--- src/rtl/hazard_unit.sv ---
// Pipeline hazard controller: forwarding selects, load-use/redirect stalls and flushes,
// and a data-memory wait FSM with timeout watchdog. Optional perf counters via HAZARD_PERF_CNT_EN.
module hazard_unit #(
    parameter int unsigned MEM_TIMEOUT = 255,
    parameter int unsigned REG_ADDR_W  = 5,
    parameter int unsigned CNT_W       = 32
) (
    input  logic                  i_clk,
    input  logic                  i_arst,
    input  logic [REG_ADDR_W-1:0] i_rs1_addrD,
    input  logic [REG_ADDR_W-1:0] i_rs2_addrD,
    input  logic [REG_ADDR_W-1:0] i_rs1_addrE,
    input  logic [REG_ADDR_W-1:0] i_rs2_addrE,
    input  logic [REG_ADDR_W-1:0] i_rd_addrE,
    input  logic [2:0]            i_result_srcE,
    input  logic                  i_pc_srcE,
    input  logic                  i_reg_weM,
    input  logic [REG_ADDR_W-1:0] i_rd_addrM,
    input  logic                  i_reg_weW,
    input  logic [REG_ADDR_W-1:0] i_rd_addrW,
    input  logic                  i_mem_stall,
    output logic                  o_stallF,
    output logic                  o_stallD,
    output logic                  o_stallE,
    output logic                  o_stallM,
    output logic                  o_stallW,
    output logic                  o_flushD,
    output logic                  o_flushE,
    output logic [1:0]            o_forward_a,
    output logic [1:0]            o_forward_b,
    output logic                  o_mem_timeout,
    output logic [CNT_W-1:0]      o_stall_cnt,
    output logic [CNT_W-1:0]      o_flush_cnt
);

    localparam int unsigned WCNT_W = $clog2(MEM_TIMEOUT + 1);

    typedef enum logic [1:0] {RUN, MEM_WAIT, TIMEOUT} state_t;

    state_t            state, state_next;
    logic [WCNT_W-1:0] wcnt, wcnt_next;
    logic              load_use;
    logic              run_rules;

    // Operand forwarding: Memory stage has priority over Writeback; x0 never forwards.
    always_comb begin
        o_forward_a = 2'b00;
        o_forward_b = 2'b00;
        if (i_reg_weM && (i_rd_addrM != '0) && (i_rd_addrM == i_rs1_addrE))
            o_forward_a = 2'b10;
        else if (i_reg_weW && (i_rd_addrW != '0) && (i_rd_addrW == i_rs1_addrE))
            o_forward_a = 2'b01;
        if (i_reg_weM && (i_rd_addrM != '0) && (i_rd_addrM == i_rs2_addrE))
            o_forward_b = 2'b10;
        else if (i_reg_weW && (i_rd_addrW != '0) && (i_rd_addrW == i_rs2_addrE))
            o_forward_b = 2'b01;
    end

    assign load_use = (i_result_srcE == 3'b001) && (i_rd_addrE != '0) &&
                      ((i_rd_addrE == i_rs1_addrD) || (i_rd_addrE == i_rs2_addrD));

    always_ff @(posedge i_clk or posedge i_arst) begin
        if (i_arst) begin
            state <= RUN;
            wcnt  <= '0;
        end else begin
            state <= state_next;
            wcnt  <= wcnt_next;
        end
    end

    always_comb begin
        state_next = state;
        wcnt_next  = wcnt;
        run_rules  = 1'b0;
        o_stallF   = 1'b0;
        o_stallD   = 1'b0;
        o_stallE   = 1'b0;
        o_stallM   = 1'b0;
        o_stallW   = 1'b0;
        o_flushD   = 1'b0;
        o_flushE   = 1'b0;

        case (state)
            RUN: run_rules = 1'b1;
            MEM_WAIT: begin
                if (!i_mem_stall) begin
                    run_rules  = 1'b1;
                    state_next = RUN;
                    wcnt_next  = '0;
                end else begin
                    {o_stallF, o_stallD, o_stallE, o_stallM, o_stallW} = 5'b11111;
                    if (wcnt == WCNT_W'(MEM_TIMEOUT))
                        state_next = TIMEOUT;
                    else
                        wcnt_next = wcnt + WCNT_W'(1);
                end
            end
            TIMEOUT: {o_stallF, o_stallD, o_stallE, o_stallM, o_stallW} = 5'b11111;
            default: state_next = RUN;
        endcase

        // Run-mode priority: memory stall, then redirect, then load-use bubble.
        if (run_rules) begin
            if (i_mem_stall) begin
                {o_stallF, o_stallD, o_stallE, o_stallM, o_stallW} = 5'b11111;
                state_next = MEM_WAIT;
                wcnt_next  = WCNT_W'(1);
            end else if (i_pc_srcE) begin
                o_flushD = 1'b1;
                o_flushE = 1'b1;
            end else if (load_use) begin
                o_stallF = 1'b1;
                o_stallD = 1'b1;
                o_flushE = 1'b1;
            end
        end
    end

    assign o_mem_timeout = (state == TIMEOUT);

`ifdef HAZARD_PERF_CNT_EN
    logic [CNT_W-1:0] stall_cnt;
    logic [CNT_W-1:0] flush_cnt;

    always_ff @(posedge i_clk or posedge i_arst) begin
        if (i_arst) begin
            stall_cnt <= '0;
            flush_cnt <= '0;
        end else begin
            if (o_stallF) stall_cnt <= stall_cnt + CNT_W'(1);
            if (o_flushE) flush_cnt <= flush_cnt + CNT_W'(1);
        end
    end

    assign o_stall_cnt = stall_cnt;
    assign o_flush_cnt = flush_cnt;
`else
    assign o_stall_cnt = '0;
    assign o_flush_cnt = '0;
`endif

endmodule

--- config.mk ---
export PLATFORM = sky130hd
export DESIGN_NAME = hazard_unit
export DESIGN_NICKNAME = d
export VERILOG_FILES = /design/src/rtl/hazard_unit.sv
export SDC_FILE = /design/constraint.sdc
export NUM_CORES = 1
export LEC_CHECK = 0
export ABC_AREA = 0
export CORE_MARGIN = 5
export CORE_UTILIZATION = 31
export CTS_CLUSTER_DIAMETER = 200
export DETAILED_ROUTE_END_ITERATION = 10
export PLACE_DENSITY = 0.78
export SYNTH_ARGS = -nofsm -noshare
export SYNTH_HDL_FRONTEND = slang
export SYNTH_SLANG_ARGS = --single-unit
--- constraint.sdc ---
create_clock -name i_clk -period 1.85 [get_ports i_clk]
set_clock_uncertainty 0.15 [all_clocks]
set_input_delay 0.37 -clock i_clk [delete_from_list [all_inputs] [get_ports i_clk]]
set_output_delay 0.37 -clock i_clk [all_outputs]
set_load 0.005 [all_outputs]
# Word-level counts from Yosys, hierarchy flattened
# Cells that the tools add are included.
# Widths: inputs -> output; s select.
# op_classes
n_addsub	1
n_eq_ne	10
n_mux	31
n_reduce_logical	14
# op_table
cell	count
$mux 8	5
$eq 5x5->1	6
$mux 1	17
$reduce_bool 5->1	3
$mux 2	6
$add 8x1->8 const B	1
$eq 8x8->1 const B	1
$logic_and 1x1->1	8
$pmux 1 s2	2
$pmux 2 s2	1
$eq 3x1->1 const B	1
$eq 2x1->1 const B	1
$eq 2x2->1 const B	1
$logic_not 2->1	1
$reduce_or 2->1	1
$logic_or 1x1->1	1
# totals
reg_bits	10
in_bits	44
out_inout_bits	76
wordCells	58

# Depth between registers and ports, before layout
# logic_depth
ltp_word	7
ltp_mapped	8
mapped_depth_nobuf	6

# Worst setup path before layout
# OpenSTA, ideal clock, no wires.
# synth_timing
kind	reg2out
from	register state[0]
to	output port o_stallF
t_arrival_ns	1.541
t_required_ns	1.330
setup_slack_ns	-0.211
stages_incl_launch_ff	8
n_path_buf	2
path_cell_list	dfrtp_1 > inv_1 > ha_1 > clkbuf_1 > nand2b_1 > nand4_1 > o31ai_1 > buf_4
# synth_between
elab_chain_cells	6
elab_cells_between_ends	9
classes_between	2 x eq/ne; 6 x mux; 1 x reduce/logical
# synth_lines
item	line	text
start, declared	40	state_t state, state_next;
start signal, assigned	67	state <= state_next;
$eq 2x2->1 / $eq 2x1->1 (equally long branches)	--	
$pmux 1 s2	--	
$mux 1 (3 in series)	--	
$mux 1 *	--	
end, declared	22	output logic o_stallF,
# Every way passes the cells marked *; elsewhere a longest branch is shown, timed or not.

# Worst setup path after layout
# layout_timing
from	input port i_rd_addrW[1]
to	output port o_forward_a[0]
# layout_between
elab_chain_cells	5
elab_cells_between_ends	6
classes_between	1 x eq/ne; 2 x mux; 3 x reduce/logical
# layout_lines
item	line	text
start, declared	20	input logic [REG_ADDR_W-1:0] i_rd_addrW,
$reduce_bool 5->1	51	else if (i_reg_weW && (i_rd_addrW != '0) && (i_rd_addrW == i_rs1_addrE))
$logic_and 1x1->1	51	
$logic_and 1x1->1 *	51	
$mux 1 *	51	
$mux 2 *	49	if (i_reg_weM && (i_rd_addrM != '0) && (i_rd_addrM == i_rs1_addrE))
end, declared	29	output logic [1:0] o_forward_a,
# Marks and branches as above.

==> qor.csv <==
stage,metric,value,unit
timing,whs,0.2654,ns
global_route,grt_max_degree,11,
placed_design,postPlaceCellArea,2183,sq um
clocking,clkLatencyLatePin,0.24,ns
setup_path,reg2reg_slack,0.08,ns
setup_path,worstPathMaxFanout,2,
pwr,seqPwrFrac,18.7,%
timing,max_freq,468.3,MHz
synth,synth_flop_cell,dfrtp_1,
floorplan,die_y,81.51,um
setup_path,crit_path_top_delay_cell,or4_1,
pwr,pwr-share-comb,62.7,%
detailed_routing,vias,1493,
detailed_routing,first_iter_violations,51,
floorplan,core_area,5042,sq um
setup_path,r2r_end,wcnt[5]$_DFF_PP0_,
job,drv_cap,0,
cells_and_area,drive_gt1_share,34.81,%
synth,netlist.area_leader.share,31.73,%
clocking,clk_pin_slew,0.05,ns
clocking,clock-sinks,10,
detailed_routing,antenna_left,0,
pwr,p_int,0.0009506,W
floorplan,dieArea,6644,sq um
status,failed_checks,setup timing,
setup_path,worstReg2RegStart,state[1]$_DFF_PP0_,
detailed_routing,wl_per_cell,12.40,um
detailed_routing,post-route-drc-count,0,
pwr,vdd_drop_max,0.3254,mV
global_route,grt_pass1_vias,1453,
pwr,netSwitchingFraction,37.69,%
placed_design,dpl.hpwl,3456,um
status,outcome,"complete, but fails checks",
synth,synthMostInstantiatedCell,buf_4,
clocking,cts_tree,built,
clocking,cts_max_level,1,
detailed_routing,via_per_inst,4.113,
timing,fin_ws,-0.2855,ns
pwr,power.switching,0.0005749,W
synth,synth_cells,199,
cells_and_area,finalInstanceArea,2475,sq um
pwr,power_density,616.4,nW/um^2
cells_and_area,antenna_cells,0,
global_route,grt_usage,12.67,%
synth,synth_top_cell_by_area,buf_4,
placed_design,portBuffers,55,
timing,final_max_slew_viol_count,0,
clocking,cts.path.max_buffers,2,
setup_path,critPathCapture,o_forward_a[0],
floorplan,start_util,31.44,%
detailed_routing,drt_pre_antenna_iters,4,
timing,setup_viol,8,
timing,grt_setup_unrepaired,yes,
timing,hold_viol_final,0,
cells_and_area,nFillCells,472,
synth,synth_edf_count,0,
clocking,cts_hold_buf,0,
synth,ys_seq_elements,10,
setup_path,critPathLaunch,i_rd_addrW[1],
synth,yosysWarnings,0,
setup_path,path_class,input pin to output port,
setup_path,end_kind,output port,
placed_design,routabilityCongestion,0.8374,
min_path,hp-class,input pin to asynchronous set/reset pin,
setup_path,path_cells,buf_6 -> buf_6 -> xor2_1 -> or4_1 -> nor4_2 -> buf_2,
floorplan,die_w,81.51,um
detailed_routing,wl,4500,um
setup_path,cp.required,1.33,ns
synth,netlist_top_cells_count,"buf_4, xor2_1, nor2_1",
global_route,grt_pass1_wl,6479,um
cells_and_area,area_growth,56.12,%
synth,ys_seq_area_share,15.79,%
timing,final.period_utilization,115.4,%
cells_and_area,nets,343,
synth,synth_cell_types,40,
setup_path,cp-start-kind,input pin,
setup_path,r2r_cells,8,
synth,ys_top_cells_by_area,"buf_4, dfrtp_1, xor2_1",
global_route,grt_overflow,0,
floorplan,num_rows,26,
clocking,root_buffer,clkbuf_8,
floorplan,io_pins,120,
global_route,antenna_found_initial,0,
pwr,pwr-share-clk,18.6,%
timing,fin_crit,2.136,ns
synth,async_reset_ff_share,100.0,%
setup_path,cp_data_arrival_time,1.62,ns
setup_path,max_stage_delay,0.48,ns
synth,post_synth.cell_area_avg,7.966,sq um
setup_path,cpMostUsedCell,buf_6,
synth,netlist_area,1585,sq um
pwr,power.leakage,1.231,nW
clocking,cts_made_buffers,3,
[area by class of cell]
type	count	area [sq um]	share of cell area, %
tap	70	87.58	3.539
timing repair buffer	97	825.8	33.37
sequential	10	250.2	10.11
clock buffer	4	55.05	2.224
inverter	5	18.77	0.7583
multi-input combinational	177	1237	50.00
[sequential cells by signal, summed over array words and instances, names as in the netlist]
register and cells:
wcnt 8, state 2
[power groups by stage]
| stage | Clock (W) | Combinational, W | Sequential [W] |
|---|---|---|---|
| 2_1_floorplan | 0 | 0.000439 | 0.000281 |
| 3_3_place_gp | 0 | 0.000660 | 0.000286 |
| 3_5_place_dp | 0 | 0.000675 | 0.000289 |
| 4_1_cts | 0.000294 | 0.000792 | 0.000286 |
| 5_1_grt | 0.000300 | 0.00105 | 0.000292 |
| 6_report | 0.000284 | 0.000956 | 0.000286 |
[critical path, delay by kind of cell]
family	cells	cell delay [ns]
xor gates and xnor gates	1	0.15
buffers and inverters	3	0.35
and+or+nand+nor	2	0.75
[worst min path at each step]
stage / from / endpoint / slack [ns] / cells past startpoint
final: i_arst / wcnt[6]$_DFF_PP0_ / 0.27 / 2
after global routing: i_arst / wcnt[6]$_DFF_PP0_ / 0.31 / 2
after CTS: i_arst / wcnt[6]$_DFF_PP0_ / 0.28 / 2
after detailed placement: wcnt[1]$_DFF_PP0_ / wcnt[1]$_DFF_PP0_ / 0.39 / 2
after global placement: wcnt[1]$_DFF_PP0_ / wcnt[1]$_DFF_PP0_ / 0.38 / 2
after floorplan: i_arst / state[0]$_DFF_PP0_ / 0.06 / 1
[layer usage]
layer  routed length, um  global-route usage [%]
met2                2524                   23.86
met4                  95                   5.912
met5                   0                       0
met3                 312                   1.754
met1                1568                   13.82
[cells by family after synthesis]
kind of cell / synth area share [%]
xor gates and xnor gates: 18.23
AOI/OAI and AO/OA: 9.945
muxes: 0.6314
and+or+nand+nor: 17.60
buffers and inverters: 33.62
DFF: 15.79
other: 0.2366
adders and majority gates: 3.946
[metrics by stage]
stage | instances | power, W | utilization (%) | worst slack (ns) | TNS, ns
after floorplan | 262 | 0.0007198 | - | -0.06618 | -0.06618
after CTS | 359 | 0.001371 | 47.10 | -0.4353 | -2.264
final | 363 | 0.001526 | 49.08 | -0.2855 | -2.044
after detailed placement | 348 | 0.0009640 | 43.30 | -1.154 | -9.050
after global routing | 363 | 0.001637 | 49.08 | -0.3641 | -2.458
after global placement | 348 | 0.0009459 | 43.30 | -1.126 | -9.008
[layout by cell type (no fill, tap or decap), drive strengths merged, types with 2 or more instances in the layout]
cell and count:
o21ai 7, nor2 11, nand3 3, xor2 24
ha 5, clkdlybuf4s50 6, nand2 10, nand4 5
conb 64, nor4 4, inv 5, dlygate4sd2 18
o31ai 2, a21oi 4, or4 4, dfrtp 10
o211ai 2, clkdlybuf4s15 5, nand2b 2, a31oi 2
clkbuf 12, buf 57, dlymetal6s2s 3, xnor2 9
nor3 3
[what timing repair did]
action	4_1_cts	5_1_grt
setup endpoints to repair	12	14
gates resized for setup	126	51
pin swaps	24	15
buffers inserted	7	6
No activity file was read; power rests on OpenSTA's default activity.
